## src/rtl/vga_text_timing.sv

```systemverilog
`default_nettype none
// ============================================================================
//  Module   : vga_text_timing
//  Purpose  : Parametrised VGA raster timing generator with a character-grid
//             text-window decoder (char column/row and glyph pixel/line).
//  Config   : VGA_TEXT_BLINK_EN - when defined, adds a frame counter that
//             toggles blink_o every BLINK_FRAMES frames; otherwise blink_o = 0.
//  Revision : 1.0 - initial release
// ============================================================================
module vga_text_timing #(
   parameter int H_VISIBLE    = 640,
   parameter int H_FP         = 16,
   parameter int H_SYNC       = 96,
   parameter int H_BP         = 48,
   parameter int V_VISIBLE    = 400,
   parameter int V_FP         = 12,
   parameter int V_SYNC       = 2,
   parameter int V_BP         = 35,
   parameter bit H_SYNC_POL   = 1'b0,
   parameter bit V_SYNC_POL   = 1'b1,
   parameter int WIN_X0       = 316,
   parameter int WIN_Y0       = 192,
   parameter int COLS         = 1,
   parameter int ROWS         = 1,
   parameter int CHAR_W       = 8,
   parameter int CHAR_H       = 16,
   parameter int XW           = 10,
   parameter int YW           = 10,
   parameter int CW           = 7,
   parameter int RW           = 6,
   parameter int GXW          = 3,
   parameter int GYW          = 4,
   parameter int BLINK_FRAMES = 30
) (
   input  logic           clk,
   input  logic           reset,
   input  logic           pix_ce_i,
   output logic           hsync_o,
   output logic           vsync_o,
   output logic           active_o,
   output logic [XW-1:0]  x_o,
   output logic [YW-1:0]  y_o,
   output logic           in_window_o,
   output logic [CW-1:0]  char_col_o,
   output logic [RW-1:0]  char_row_o,
   output logic [GXW-1:0] glyph_x_o,
   output logic [GYW-1:0] glyph_y_o,
   output logic           line_start_o,
   output logic           frame_start_o,
   output logic           blink_o
);

   localparam int H_TOTAL  = H_VISIBLE + H_FP + H_SYNC + H_BP;
   localparam int V_TOTAL  = V_VISIBLE + V_FP + V_SYNC + V_BP;
   localparam int HS_FIRST = H_VISIBLE + H_FP;
   localparam int HS_LAST  = HS_FIRST + H_SYNC - 1;
   localparam int VS_FIRST = V_VISIBLE + V_FP;
   localparam int VS_LAST  = VS_FIRST + V_SYNC - 1;
   localparam int WX_LAST  = WIN_X0 + COLS * CHAR_W - 1;
   localparam int WY_LAST  = WIN_Y0 + ROWS * CHAR_H - 1;

   // Raster position that will be reported on the next pix_ce cycle
   logic [XW-1:0]  h_q,  h_d;
   logic [YW-1:0]  v_q,  v_d;
   // Window sub-counters, valid for the current (h_q, v_q)
   logic [GXW-1:0] gx_q, gx_d;
   logic [CW-1:0]  cc_q, cc_d;
   logic [GYW-1:0] gy_q, gy_d;
   logic [RW-1:0]  cr_q, cr_d;

   // Registered outputs
   logic           hsync_q, hsync_d;
   logic           vsync_q, vsync_d;
   logic           active_q, active_d;
   logic [XW-1:0]  x_q;
   logic [YW-1:0]  y_q;
   logic           in_window_q, in_window_d;
   logic [CW-1:0]  char_col_q, char_col_d;
   logic [RW-1:0]  char_row_q, char_row_d;
   logic [GXW-1:0] glyph_x_q, glyph_x_d;
   logic [GYW-1:0] glyph_y_q, glyph_y_d;
   logic           line_start_q, line_start_d;
   logic           frame_start_q, frame_start_d;

   int   w_h;
   int   w_v;
   logic w_h_wrap;
   logic w_v_last;
   logic w_x_in;
   logic w_y_in;

   assign w_h      = int'(h_q);
   assign w_v      = int'(v_q);
   assign w_h_wrap = (w_h == H_TOTAL - 1);
   assign w_v_last = (w_v == V_TOTAL - 1);
   assign w_x_in   = (w_h >= WIN_X0) && (w_h <= WX_LAST);
   assign w_y_in   = (w_v >= WIN_Y0) && (w_v <= WY_LAST);

   // Next raster position: h wraps into v, v wraps on the same edge
   always_comb begin
      h_d = h_q;
      v_d = v_q;
      if (pix_ce_i) begin
         if (w_h_wrap) begin
            h_d = '0;
            v_d = w_v_last ? '0 : v_q + YW'(1);
         end else begin
            h_d = h_q + XW'(1);
         end
      end
   end

   // Character/glyph sub-counters stepped alongside h/v, zero outside the range
   always_comb begin
      gx_d = gx_q;
      cc_d = cc_q;
      gy_d = gy_q;
      cr_d = cr_q;
      if (pix_ce_i) begin
         // Next pixel still inside the X range: step glyph_x, carry into char_col
         if (w_x_in && !w_h_wrap && (w_h != WX_LAST)) begin
            if (int'(gx_q) == CHAR_W - 1) begin
               gx_d = '0;
               cc_d = cc_q + CW'(1);
            end else begin
               gx_d = gx_q + GXW'(1);
            end
         end else begin
            gx_d = '0;
            cc_d = '0;
         end
         // Vertical pair only moves at the end of a line
         if (w_h_wrap) begin
            if (w_y_in && !w_v_last && (w_v != WY_LAST)) begin
               if (int'(gy_q) == CHAR_H - 1) begin
                  gy_d = '0;
                  cr_d = cr_q + RW'(1);
               end else begin
                  gy_d = gy_q + GYW'(1);
               end
            end else begin
               gy_d = '0;
               cr_d = '0;
            end
         end
      end
   end

   // Output decode for the current position; registered on the next pix_ce edge
   always_comb begin
      hsync_d       = ((w_h >= HS_FIRST) && (w_h <= HS_LAST)) ? H_SYNC_POL : ~H_SYNC_POL;
      vsync_d       = ((w_v >= VS_FIRST) && (w_v <= VS_LAST)) ? V_SYNC_POL : ~V_SYNC_POL;
      active_d      = (w_h < H_VISIBLE) && (w_v < V_VISIBLE);
      in_window_d   = active_d && w_x_in && w_y_in;
      char_col_d    = in_window_d ? cc_q : '0;
      char_row_d    = in_window_d ? cr_q : '0;
      glyph_x_d     = in_window_d ? gx_q : '0;
      glyph_y_d     = in_window_d ? gy_q : '0;
      line_start_d  = pix_ce_i && (w_h == 0);
      frame_start_d = line_start_d && (w_v == 0);
   end

   // Position and sub-counter state
   always_ff @(posedge clk or posedge reset) begin
      if (reset) begin
         h_q  <= '0;
         v_q  <= '0;
         gx_q <= '0;
         cc_q <= '0;
         gy_q <= '0;
         cr_q <= '0;
      end else begin
         h_q  <= h_d;
         v_q  <= v_d;
         gx_q <= gx_d;
         cc_q <= cc_d;
         gy_q <= gy_d;
         cr_q <= cr_d;
      end
   end

   // Output registers: levels hold without pix_ce, pulses clear every clock
   always_ff @(posedge clk or posedge reset) begin
      if (reset) begin
         hsync_q       <= ~H_SYNC_POL;
         vsync_q       <= ~V_SYNC_POL;
         active_q      <= 1'b0;
         x_q           <= '0;
         y_q           <= '0;
         in_window_q   <= 1'b0;
         char_col_q    <= '0;
         char_row_q    <= '0;
         glyph_x_q     <= '0;
         glyph_y_q     <= '0;
         line_start_q  <= 1'b0;
         frame_start_q <= 1'b0;
      end else begin
         line_start_q  <= line_start_d;
         frame_start_q <= frame_start_d;
         if (pix_ce_i) begin
            hsync_q     <= hsync_d;
            vsync_q     <= vsync_d;
            active_q    <= active_d;
            x_q         <= h_q;
            y_q         <= v_q;
            in_window_q <= in_window_d;
            char_col_q  <= char_col_d;
            char_row_q  <= char_row_d;
            glyph_x_q   <= glyph_x_d;
            glyph_y_q   <= glyph_y_d;
         end
      end
   end

`ifdef VGA_TEXT_BLINK_EN
   localparam int BFW = (BLINK_FRAMES > 1) ? $clog2(BLINK_FRAMES) : 1;

   logic [BFW-1:0] bcnt_q, bcnt_d;
   logic           blink_q, blink_d;

   // Frame counter steps on each frame start; blink flips when it wraps
   always_comb begin
      bcnt_d  = bcnt_q;
      blink_d = blink_q;
      if (frame_start_d) begin
         if (int'(bcnt_q) >= BLINK_FRAMES - 1) begin
            bcnt_d  = '0;
            blink_d = ~blink_q;
         end else begin
            bcnt_d = bcnt_q + BFW'(1);
         end
      end
   end

   // Blink state register
   always_ff @(posedge clk or posedge reset) begin
      if (reset) begin
         bcnt_q  <= '0;
         blink_q <= 1'b0;
      end else begin
         bcnt_q  <= bcnt_d;
         blink_q <= blink_d;
      end
   end

   assign blink_o = blink_q;
`else
   // No blink logic: constant 0 for any legal BLINK_FRAMES
   assign blink_o = (BLINK_FRAMES < 0);
`endif

   assign hsync_o       = hsync_q;
   assign vsync_o       = vsync_q;
   assign active_o      = active_q;
   assign x_o           = x_q;
   assign y_o           = y_q;
   assign in_window_o   = in_window_q;
   assign char_col_o    = char_col_q;
   assign char_row_o    = char_row_q;
   assign glyph_x_o     = glyph_x_q;
   assign glyph_y_o     = glyph_y_q;
   assign line_start_o  = line_start_q;
   assign frame_start_o = frame_start_q;

endmodule
`default_nettype wire

```

## config.mk

```make
export PLATFORM = sky130hd
export DESIGN_NAME = vga_text_timing
export DESIGN_NICKNAME = d
export VERILOG_FILES = /design/src/rtl/vga_text_timing.sv
export SDC_FILE = /design/constraint.sdc
export NUM_CORES = 1
export LEC_CHECK = 0
export BUFFER_PORTS_ARGS = -buffer_cell sky130_fd_sc_hd__buf_2
export CAP_MARGIN = 20
export CORE_MARGIN = 8
export CORE_UTILIZATION = 40
export CTS_CLUSTER_DIAMETER = 100
export CTS_CLUSTER_SIZE = 14
export DETAILED_ROUTE_END_ITERATION = 8
export PLACE_DENSITY = 0.63
export SLEW_MARGIN = 20
export SYNTH_ARGS = -nofsm -noshare
export SYNTH_HDL_FRONTEND = slang
export SYNTH_SLANG_ARGS = --single-unit
```

## constraint.sdc

```tcl
create_clock -name clk -period 3.8 [get_ports clk]
set_input_delay 0.19 -clock clk [delete_from_list [all_inputs] [get_ports clk]]
set_output_delay 0.19 -clock clk [all_outputs]
set_load 0.02 [all_outputs]
```

### Yosys cells after proc, flatten, opt, wreduce, memory -nomap -nowiden

Cells that the tools add are included.

* register bits after elaboration: 86
* input port bits: 3
* output and inout bits: 47
* logic and storage cells: 78

* $add $sub $neg: 6
* $lt $le $gt $ge: 10
* eq/ne operators: 8
* multiplexer cells: 16
* reduce and logical (&&, ||, !) cells: 20

Operator list (count)
* $logic_not A32 Y1: 2
* $mux W7: 3
* $add A10 B1 Y10 const B: 2
* $ge A10 B9 Y1 const B: 2
* $le A10 B9 Y1 const B: 2
* $mux W10: 2
* $mux W6: 3
* $logic_and A1 B1 Y1: 13
* $mux W4: 3
* $eq A10 B10 Y1 const B: 1
* $eq A10 B9 Y1 const B: 1
* $ge A10 B10 Y1 const B: 1
* $ge A10 B8 Y1 const B: 1
* $le A10 B10 Y1 const B: 1
* $le A10 B8 Y1 const B: 1
* $lt A10 B10 Y1 const B: 1
* $lt A10 B9 Y1 const B: 1
* $ne A10 B10 Y1 const B: 1
* $ne A10 B9 Y1 const B: 1
* $mux W3: 3
* $add A7 B1 Y7 const B: 1
* $add A6 B1 Y6 const B: 1
* $add A4 B1 Y4 const B: 1
* $eq A4 B1 Y1 const B: 1
* other kinds (7): 11

### Longest topological paths before layout

* depth after elaboration: 6
* gate-level depth with buffers: 7
* depth with buffers taken out: 6

### Worst setup path before layout

Ideal clock, no wire load.

* path type: reg2reg
* start: reg h_q[0]
* end: reg v_q[7]
* setup time: 77 ps
* data arrival time: 1977 ps
* data required time: 3723 ps
* slack: 1746 ps
* stages on the path, launching flop included: 7
* buffers on the path: 1
* period minus slack after synthesis: 2054 ps
* cells stage by stage: dfrtp_1 ha_1 nand4_1 or3_1 buf_2 or4_1 a21oi_1

* word-level cells in the longest chain between the ends: 2

Ends and longest elaborated chain
* from (decl): RTL line 63 `logic [XW-1:0] h_q, h_d;`
* from (signal assigned): RTL line 166 `h_q <= '0;`
* from (signal assigned): RTL line 173 `h_q <= h_d;`
* $eq A10 B9 Y1: RTL line 94 `assign w_h_wrap = (w_h == H_TOTAL - 1);`
* $reduce_and A2 Y1 (no line)
* to (signal assigned): RTL line 174 `v_q <= v_d;`
* to (decl): RTL line 64 `logic [YW-1:0] v_q, v_d;`

No other way between the ends.
A chain may end at the register's enable or synchronous reset.

### Final worst setup path

* start: reg h_q[5]
* end: reg char_col_q[2], in the netlist char_col_o[2]

* word-level cells in the longest chain between the ends: 5
* elaborated cells on any way between the ends: 8

Ends and longest elaborated chain
* $lt A10 B10 Y1, or another cell as far along: RTL line 153 `active_d = (w_h < H_VISIBLE) && (w_v < V_VISIBLE);`
* $logic_and A1 B1 Y1, on equally long branches: RTL line 153, 96
* $logic_and A1 B1 Y1 * (2 in series): RTL line 154 `in_window_d = active_d && w_x_in && w_y_in;`
* $mux W7 *: RTL line 155 `char_col_d = in_window_d ? cc_q : '0;`
* to (signal assigned): RTL line 207 `char_col_q <= char_col_d;`
* to (decl): RTL line 78 `logic [CW-1:0] char_col_q, char_col_d;`

Mark *: on every way between the ends. The rest lies on a longest branch, timed or not.

==> reports/qor.yml <==
synth.net_count: 372
final.setup_skew_ns: 0.007354
crit_path_cell_trace: "nor4_1 > o2bb2ai_2 > nor4b_4 > a22o_1"
cts_resized: 0
routedWlPerCell_um: 15.74
required_ns: 4.10
postCtsSetupBuffers: 0
timing_worst_slew_pin_value_ns: 1.066
post_synth_instance_area_mm2: 0.004013
grt_setup_unrepaired: "no"
synth.top_cells.by_area: "dfrtp_1, mux2_2, a22o_1"
clock_path_buffers: 2
filler_cells_inserted: 931
place.port_buffers: 48
layout-drive-gt1-share_pct: 24.26
post-route-drc-count: 0
cts_tree: "built"
final_hold_viol_count: 0
synth-seq-cells: 86
clk_latency_ns: 0.36
initial_core_util_pct: 41.05
fin_tns_setup_ns: 0
antennaDiodeCount: 0
setup_violations: 0
synthDominantAreaCellType: "dfrtp_1"
areaGrowthSynthToFinish_pct: 14.47
timing.critical_path.from_type: "flop"
max_cap_violations: 0
crit-reg2reg-launch: "h_q[5]"
synth_cell_types: 53
syn_avg_cell_area_um2: 11.21
fp.coreArea_mm2: 0.009774
fin_cells: 537
finish.net_count: 413
die_area_mm2: 0.01349
hold_path_startpoint: "pix_ce_i"
dp_hpwl_mm: 5.758
critPathKind: "flop to flop"
clock.fmax_ghz: 0.3744
route.detailed.vias_per_inst: 5.374
dr_total_vias: 2886
reg2reg_to: "char_col_o[2]"
cts_htree_levels: 3
number_of_global_route_vias_before_repair: 2885
dp.cells: 520
worstSetupEndpointType: "flop"
reg2reg_depth: 4
cts.sinks: 86
static-leakage-power_nw: 2.184
gr-total-overflow: 0
rows: 36
grt_pass1_wl_mm: 14.25
grt_util_all_layers_pct: 13.29
gp_routability_congestion: 0.8226
dr.pass1.iters: 4
first_iter_violations: 189
clockRootBuffer: "clkbuf_8"
fin_util_pct: 46.99
synthCells: 358
fp.dieW_um: 116.2
synthDominantCellAreaShare_pct: 53.01
critical_path_at_ns: 2.97
synth.most_common_cell: "dfrtp_1"
slew_headroom_pct: 28.62
final_critical_path_share_of_the_clock_period_pct: 70.29
hold_depth: 2
numCtsBuffers: 9
multi_input_comb_area_mm2: 0.001698
drv_slew: 0
seqCellArea_mm2: 0.002153
finalWirelength_mm: 8.452
drt.antenna.violating_nets: 0
power.density_mw_per_mm2: 449.9
synth_commonest_cells: "dfrtp_1, mux2_2, a22o_1, nand2_1, o21ai_0"
ys.warnings.count: 0
critical_path.max_stage_delay_ns: 0.92
worst_hold_path.endpoint: "y_o[4]"
status: "completed"
post-route-min-period_ns: 2.671
critPathMaxFanout: 21
grt_antenna_before_repair: 0
boundaryPins: 50
count_of_flip_flops_with_a_built_in_enable_after_synthesis: 0
grt_start_max_net_pins: 67
min_delay_path_class: "input port to flop"
async_reset_ff_share_pct: 100.0
r2r_setup_slack_ns: 1.13
seq_area_frac_synth_pct: 53.66
fp.dieH_um: 116.2
ir_drop_mv: 0.2850
ys_dominant_reg_cell: "dfrtp_1"
clkSlewWorstSetupHoldPaths_ns: 0.09
cpMaxStageDelayCell: "nor4b_4"
-- worst max path at each step --
| stage | startpoint | to | slack [ns] | cells past startpoint |
|---|---|---|---|---|
| finish | h_q[5] | char_col_o[2] | 1.13 | 4 |
| CTS | h_q[2] | char_col_o[2] | 1.14 | 4 |
| detailed placement | h_q[2] | char_col_o[2] | 1.15 | 4 |
| global placement | h_q[2] | char_row_o[0] | 1.24 | 4 |
| floorplan | reset | active_o | 1.39 | 1 |
| global route | h_q[5] | glyph_x_o[0] | 0.90 | 4 |
-- cell type report --
cell class,count,share of cell area [%]
Sequential cell,86,46.88
Multi-Input combinational cell,233,36.97
Timing Repair Buffer,54,6.265
Tap cell,133,3.623
Clock buffer,9,2.697
Clock inverter,7,2.234
Inverter,15,1.335
-- stage by stage --
| stage | setup WS (ns) | power [mW] | hold WS (ns) | area, um^2 |
|---|---|---|---|---|
| 5_1_grt | 0.9020 | 2.166 | 0.3168 | 4593 |
| 3_5_place_dp | 1.151 | 1.352 | 0.3010 | 4357 |
| 2_1_floorplan | 1.390 | 1.279 | 0.3757 | 4013 |
| 3_3_place_gp | 1.242 | 1.345 | 0.4606 | 4353 |
| 6_report | 1.129 | 2.067 | 0.3111 | 4593 |
| 4_1_cts | 1.138 | 2.091 | 0.2973 | 4593 |
-- power by group --
part,switching [mW],internal [mW]
sequential,0.0887,0.981
clock,0.354,0.378
combinational,0.157,0.107
-- critical path: cells and delay by family, from the launching register on --
kind | cells | cell delay (ns)
simple gates | 2 | 1.59
flops | 1 | 0.51
compound gates | 2 | 0.51
-- layer usage --
layer	global-route usage, %	share of wire (%)	up-vias
met5	0	0	-
met4	4.494	0.92	0
met3	3.723	5.5	6
met2	20.50	45	57
met1	17.57	48	1410
li1	-	-	1413
-- state kept, by name (all words and copies together), names as in the netlist, 6 cells and up --
register,flops
v_q,10
cc_q,7
char_row_o,6
cr_q,6
x_o,10
y_o,10
h_q,10
char_col_o,7
-- cell usage in the layout, fill, tap and decap left out, types with 3 or more instances in the layout --
cell and count:
clkbuf_8 9, and3_1 7, nor3_1 9, nor4_1 6, nand4_1 12, ha_1 11, a22o_1 21, or3_1 4
dfrtp_1 85, mux2i_1 5, mux2_2 22, buf_2 48, and4_1 3, nand3_1 16, o2111ai_1 5, a32o_1 3
nor2_1 12, nand3b_1 3, nand2_1 21, o2bb2ai_1 4, inv_6 3, xnor2_1 4, o31ai_1 3, buf_4 5
inv_1 13, a21oi_1 7, o21ai_0 19, o221ai_1 3, a21o_1 3, xor2_1 5, o22ai_1 3
-- logic make-up after synthesis --
| kind of cell | count (synthesis) | synth area share [%] |
|---|---|---|
| simple gates | 106 | 14.81 |
| flops | 86 | 53.66 |
| compound gates | 79 | 14.37 |
| buf+inv | 39 | 4.240 |
| mux | 27 | 7.421 |
| fa+ha+maj | 11 | 3.430 |
| xor+xnor | 9 | 1.964 |
| other cells | 1 | 0.09346 |
-- what timing repair did --
action | 4_1_cts | 5_1_grt
endpoints found under the hold margin | 64 | 0
endpoints found under the setup margin | 0 | 0
hold buffers | 1 | 0
Power figures use the tool's default switching activity.
